**src/rtl/serial_adder.sv**
```systemverilog
// serial_adder: bit-serial adder computing {cout, sum} = a + b + cin, one bit per clock, LSB first.
//
// A single full-adder cell is time-shared across all bit positions. An accepted start captures the
// operands and carry-in. WIDTH cycles of shifting then stream the operands through the cell while
// the result is reassembled in a shift register. The completed result is published on the edge
// that enters DONE. Latency is WIDTH+1 cycles of busy; throughput is one addition per WIDTH+2
// cycles.
//
// Ports
//   clk    - clock, all state updates on the rising edge
//   rst_n  - synchronous active-low reset, clears every register
//   start  - request an addition, sampled only in IDLE
//   a, b   - operands [WIDTH-1:0], captured on an accepted start
//   cin    - carry-in, captured on an accepted start
//   busy   - high in SHIFT and DONE
//   done   - one-cycle completion pulse (DONE state)
//   sum    - registered result [WIDTH-1:0], held until the next completion
//   cout   - registered carry-out, held until the next completion
//
// WIDTH is legal in 2..32.
module serial_adder #(
  parameter int unsigned WIDTH = 8
) (
  input  logic             clk,
  input  logic             rst_n,
  input  logic             start,
  input  logic [WIDTH-1:0] a,
  input  logic [WIDTH-1:0] b,
  input  logic             cin,
  output logic             busy,
  output logic             done,
  output logic [WIDTH-1:0] sum,
  output logic             cout
);

  // Counter only has to reach WIDTH-1.
  localparam int unsigned CntW = (WIDTH > 2) ? $clog2(WIDTH) : 1;
  localparam logic [CntW-1:0] CntLast = CntW'(WIDTH - 1);

  typedef enum logic [1:0] {
    StIdle,
    StShift,
    StDone
  } state_e;

  state_e            state_q, state_d;
  logic [WIDTH-1:0]  a_sr_q, a_sr_d;
  logic [WIDTH-1:0]  b_sr_q, b_sr_d;
  logic [WIDTH-1:0]  res_sr_q, res_sr_d;
  logic              carry_q, carry_d;
  logic [CntW-1:0]   cnt_q, cnt_d;
  logic [WIDTH-1:0]  sum_q, sum_d;
  logic              cout_q, cout_d;

  // The one shared full-adder cell, always looking at the operand LSBs.
  logic bit_sum;
  logic bit_carry;
  logic bit_prop;

  always_comb begin
    bit_prop  = a_sr_q[0] ^ b_sr_q[0];
    bit_sum   = bit_prop ^ carry_q;
    bit_carry = (a_sr_q[0] & b_sr_q[0]) | (carry_q & bit_prop);
  end

  always_comb begin
    state_d  = state_q;
    a_sr_d   = a_sr_q;
    b_sr_d   = b_sr_q;
    res_sr_d = res_sr_q;
    carry_d  = carry_q;
    cnt_d    = cnt_q;
    sum_d    = sum_q;
    cout_d   = cout_q;

    unique case (state_q)
      StIdle: begin
        if (start) begin
          a_sr_d   = a;
          b_sr_d   = b;
          res_sr_d = '0;
          carry_d  = cin;
          cnt_d    = '0;
          state_d  = StShift;
        end
      end

      StShift: begin
        a_sr_d   = {1'b0, a_sr_q[WIDTH-1:1]};
        b_sr_d   = {1'b0, b_sr_q[WIDTH-1:1]};
        // Result enters at the MSB so that after WIDTH shifts bit 0 sits at index 0.
        res_sr_d = {bit_sum, res_sr_q[WIDTH-1:1]};
        carry_d  = bit_carry;
        cnt_d    = cnt_q + CntW'(1);
        if (cnt_q == CntLast) begin
          // Publish only the completed word so sum/cout never expose partial results.
          sum_d   = {bit_sum, res_sr_q[WIDTH-1:1]};
          cout_d  = bit_carry;
          state_d = StDone;
        end
      end

      StDone: begin
        state_d = StIdle;
      end

      default: begin
        state_d = StIdle;
      end
    endcase
  end

  always_ff @(posedge clk) begin
    if (!rst_n) begin
      state_q  <= StIdle;
      a_sr_q   <= '0;
      b_sr_q   <= '0;
      res_sr_q <= '0;
      carry_q  <= 1'b0;
      cnt_q    <= '0;
      sum_q    <= '0;
      cout_q   <= 1'b0;
    end else begin
      state_q  <= state_d;
      a_sr_q   <= a_sr_d;
      b_sr_q   <= b_sr_d;
      res_sr_q <= res_sr_d;
      carry_q  <= carry_d;
      cnt_q    <= cnt_d;
      sum_q    <= sum_d;
      cout_q   <= cout_d;
    end
  end

  // Status is a pure decode of the state register.
  assign busy = (state_q != StIdle);
  assign done = (state_q == StDone);
  assign sum  = sum_q;
  assign cout = cout_q;

endmodule

```
**config.mk**
```make
export PLATFORM = sky130hd
export DESIGN_NAME = serial_adder
export DESIGN_NICKNAME = d
export VERILOG_FILES = /design/src/rtl/serial_adder.sv
export SDC_FILE = /design/constraint.sdc
export NUM_CORES = 1
export LEC_CHECK = 0
export ABC_AREA = 1
export BUFFER_PORTS_ARGS = -buffer_cell sky130_fd_sc_hd__buf_2
export CELL_PAD_IN_SITES_DETAIL_PLACEMENT = 0
export CELL_PAD_IN_SITES_GLOBAL_PLACEMENT = 2
export CORE_UTILIZATION = 28
export DETAILED_ROUTE_END_ITERATION = 10
export PLACE_DENSITY_LB_ADDON = 0.1
export REMOVE_ABC_BUFFERS = 1
export SYNTH_ARGS = -nofsm -noshare
export SYNTH_HDL_FRONTEND = slang
export SYNTH_SLANG_ARGS = --single-unit
```
**constraint.sdc**
```tcl
create_clock -name clk -period 1.25 [get_ports clk]
set_clock_uncertainty 0.15 [all_clocks]
set_input_delay 0.25 -clock clk [delete_from_list [all_inputs] [get_ports clk]]
set_output_delay 0.25 -clock clk [all_outputs]
set_load 0.1 [all_outputs]
```
# Word level (Yosys, flattened, before mapping)
# Index checks and enable logic that the tools add are counted.
# W data, S select, Z words.
word_totals:
  register_bits: 39
  in_bits: 20
  out_inout_bits: 11
  wordCells: 38
op_classes:
  add_sub_neg: 1
  eq_ne: 5
  muxes: 13
  bitwise_logic: 5
  reduce_logical: 6
op_table:
  columns: ["op", "n"]
  rows:
  - ["$pmux W8 S2", 3]
  - ["$mux W8", 3]
  - ["$pmux W3 S2", 1]
  - ["$reduce_and A2 Y1", 3]
  - ["$mux W2", 2]
  - ["$ne A2 B2 Y1 const B", 2]
  - ["$pmux W2 S2", 1]
  - ["$reduce_bool A2 Y1", 2]
  - ["$add A3 B1 Y3 const B", 1]
  - ["$eq A3 B3 Y1 const B", 1]
  - ["$mux W3", 1]
  - ["$and A1 B1 Y1", 2]
  - ["$eq A2 B1 Y1 const B", 1]
  - ["$eq A2 B2 Y1 const B", 1]
  - ["$logic_not A2 Y1", 1]
  - ["$pmux W1 S2", 1]
  - ["$xor A1 B1 Y1", 2]
  - ["$mux W1", 1]
  - ["$or A1 B1 Y1", 1]

# Longest topological paths before layout
depth:
  depth_word: 4
  mapped_depth: 7
  mapped_depth_nobuf: 7

# Worst setup path after synthesis
# OpenSTA, ideal clock, no wires.
synth_timing:
  kind: "register to output"
  from: "reg state_q[1]"
  to: "out done"
  arrival_ns: 1.960
  required_time_ns: 0.850
  slack_ns: -1.110
  stages_incl_launch_ff: 4
  n_path_buf: 1
  path_cell_list: "dfxtp_1 > inv_2 > buf_2 > nor2_1"
synth_via:
  elab_chain_len: 1
synth_rtl:
  columns: ["item", "line_no", "text"]
  rows:
  - ["start, declared", "46", "state_e state_q, state_d;"]
  - ["start signal, assigned", "115", "state_q <= StIdle;"]
  - ["start signal, assigned", "124", "state_q <= state_d;"]
  - ["$eq A2 B2 Y1", "137", "assign done = (state_q == StDone);"]
  - ["end, declared", "31", "output logic done,"]
# No other way between the ends.

# Final worst setup path
layout_timing:
  from: "reg state_q[0]"
  to: "out busy"
layout_via:
  elab_chain_len: 1
layout_rtl:
  columns: ["item", "line_no", "text"]
  rows:
  - ["$reduce_bool A2 Y1", "136", "assign busy = (state_q != StIdle);"]
  - ["end, declared", "30", "output logic busy,"]
# No other way between the ends.

==> metrics.txt <==
I/O pins=31; diodes inserted=0; critical path required time=0.85 ns; die height=82.2 um; FF+latch count, synth=38; largest net degree at the start of global routing=17; DR WL/cell=12.6 um; Tmin final=1.45 ns; drt pass-1 iters=5; outcome=finished, violations left; post-layout util=44.7%; clk slew on worst S/H paths=0.07 ns; setup ws final=-0.197 ns; total number of vias=1652; Slew @ Worst Pin=0.248 ns; final slew viol count=0; kind of critical path=reg -> out; Post-DRT Antenna Nets=0; clock latency on the worst-skew pair=0.29 ns; final hold vios=0; Hold Crit Start=b[7]; drt total wl=4790 um; vias in the first global route=1615; area grow syn2layout=50.6%; post-synthesis cell count=249; VDD IR-drop max=0.483 mV; Fmax achieved=0.691 GHz; share of cells above drive strength 1=44.6%; Yosys cell types=22; Worst slew margin=83.4%; max cap viols=0; leak pwr=1.24 nW; Mean Syn Cell Area=7.23 um2; reg2reg setup slack=-0.17 ns; Crit Reg-Reg Endpoint=cout$_SDFFE_PN0P_; Starting Density=29.7%; Die W=82.2 um; synth warn=0; failing checks=setup timing; Root Buffer=clkbuf_8; antenna violations before repair=0; clock buffer depth=2; H-tree depth=2; first-pass GRT wire length=7680 um; Critical Path End=busy; vias per cell=4.35; Hold-fix buffers, CTS=0; initial drt markers=44; drt drc=0; Fin Setup TNS=-2.89 ns; CP Launch Point=state_q[0]$_SDFFE_PN0P_; sequential fraction of the synthesis area=42.3%; Startpoint Class=flip-flop; final RePlAce weighted congestion=0.690; slowest stage delay, CP=0.33 ns; Tot Pwr=2.68 mW; Crit-path slowest cell=dfxtp_2; Crit Path Max Fanout=3; CTS Buf Count=5; IO buf count=30; grt ovf=0; RSZ-0062 raised after global routing=yes; clock sinks=38; nets=327; CP Cell Sequence=buf_6 -> nor2_4 -> inv_2 -> buf_12; CP endpoint kind=primary output; CP Data Arrival Time=1.05 ns; Die ar.=6750 um2; worst r2r src=cnt_q[1]$_SDFFE_PN0P_; HP Class=in -> reg; Pwr Density=989 nW/um2; R2R depth=7; fin crit share=116%; CTS tree=done; Site Rows=28; GRT Total Usage=15.3%; Core ar.=6060 um2; post-synthesis instance area=1800 um2; post-DP HPWL=2920 um; Final Setup Violations=30
## routing by layer
| metal | GRT usage, % | vias up | wire length, um |
|---|---|---|---|
| li1 | - | 873 | - |
| met4 | 5.26 | 0 | 66 |
| met3 | 3.74 | 5 | 176 |
| met1 | 18.4 | 751 | 2200 |
| met5 | 0 | - | 0 |
| met2 | 26.4 | 23 | 2350 |
## kinds of logic (layout without fill, tap and decap cells)
family / after synthesis / in the layout / share of synthesized area [%]
simple gates: 152 / 153 / 35.5
flops: 38 / 38 / 42.3
buf+inv: 33 / 88 / 10.4
compound gates: 23 / 23 / 9.32
fa+ha+maj: 3 / 3 / 2.50
## worst max-delay path: cells and delay by family, from the launching register on
kind | cells | cell delay [ns]
and+or+nand+nor | 1 | 0.09
DFF | 1 | 0.33
buffers and inverters | 3 | 0.33
## state kept, by name, indices dropped and copies added (netlist names)
register,flops
a_sr_q,8
b_sr_q,8
carry_q,1
cnt_q,3
cout,1
res_sr_q,7
state_q,2
sum,8
## cell usage in the layout (no fill, tap or decap), types with 4 or more instances in the layout
| cell | Yosys | layout |
|---|---|---|
| nand2_2 | 11 | 23 |
| o21ai_2 | 0 | 5 |
| buf_6 | 4 | 4 |
| buf_2 | 4 | 19 |
| inv_1 | 19 | 18 |
| nor2_4 | 1 | 4 |
| nor2_1 | 49 | 45 |
| o21ai_1 | 0 | 5 |
| buf_8 | 1 | 5 |
| dfxtp_2 | 0 | 12 |
| nand2_4 | 1 | 4 |
| dfxtp_1 | 38 | 24 |
| a21oi_2 | 11 | 11 |
| clkbuf_8 | 0 | 6 |
| nand3_1 | 16 | 16 |
| nand2_1 | 72 | 57 |
| buf_12 | 1 | 14 |
| buf_4 | 0 | 15 |
## synthesized netlist by cell type
cell type / count / area share, %
a21oi_2: 11 / 5.4
a21oi_1: 1 / 0.28
nor2_1: 49 / 10
inv_2: 2 / 0.42
buf_6: 4 / 2.5
nand2_1: 72 / 15
o21ai_0: 10 / 2.8
ha_1: 2 / 1.4
clkbuf_1: 2 / 0.42
dfxtp_1: 38 / 42
inv_1: 19 / 4.0
buf_12: 1 / 1.1
nor3b_1: 1 / 0.42
nand3_1: 16 / 4.5
nor2_2: 1 / 0.35
buf_8: 1 / 0.83
buf_2: 4 / 1.1
fa_1: 1 / 1.1
nand2_4: 1 / 0.63
o21ai_4: 1 / 0.90
nand2_2: 11 / 3.8
nor2_4: 1 / 0.63
## per-stage QoR
stage / hold WS, ns / instances / setup WS, ns / area, um2
final: 0.0914 / 380 / -0.197 / 2710
after global placement: 0.309 / 362 / -0.157 / 2280
after CTS: 0.0896 / 375 / -0.209 / 2550
after floorplan: 0.226 / 237 / -0.998 / 1690
after global routing: 0.101 / 380 / -0.252 / 2710
after detailed placement: 0.310 / 362 / -0.182 / 2280
## worst min-delay path by stage
stage,to,slack [ns],cells after the start
6_report,b_sr_q[7]$_SDFFE_PN0P_,0.09,3
5_1_grt,a_sr_q[7]$_SDFFE_PN0P_,0.10,3
4_1_cts,b_sr_q[7]$_SDFFE_PN0P_,0.09,3
3_5_place_dp,b_sr_q[7]$_SDFFE_PN0P_,0.31,2
3_3_place_gp,b_sr_q[7]$_SDFFE_PN0P_,0.31,2
2_1_floorplan,a_sr_q[1]$_SDFFE_PN0P_,0.23,2
## power breakdown
part	switching (mW)	internal, mW	leakage (nW)	total (mW)
Clock	0.448	0.445	0.0482	0.894
Combinational	0.261	0.227	0.872	0.489
Sequential	0.0341	1.26	0.318	1.30
## layout make-up
| cell class | instances | area (um2) |
|---|---|---|
| Clock buffer | 7 | 86.3 |
| Timing Repair Buffer | 59 | 658 |
| Clock inverter | 1 | 5.00 |
| Inverter | 21 | 88.8 |
| Fill cell | 656 | 3350 |
| Sequential cell | 38 | 783 |
| Multi-Input combinational cell | 179 | 993 |
| Tap cell | 75 | 93.8 |
## what timing repair did
action,CTS,global route
gates cloned,3,2
setup buffers,2,3
pin swaps,10,15
resized for setup,58,26
setup endpoints to repair,47,47
Power figures use the tool's default switching activity.
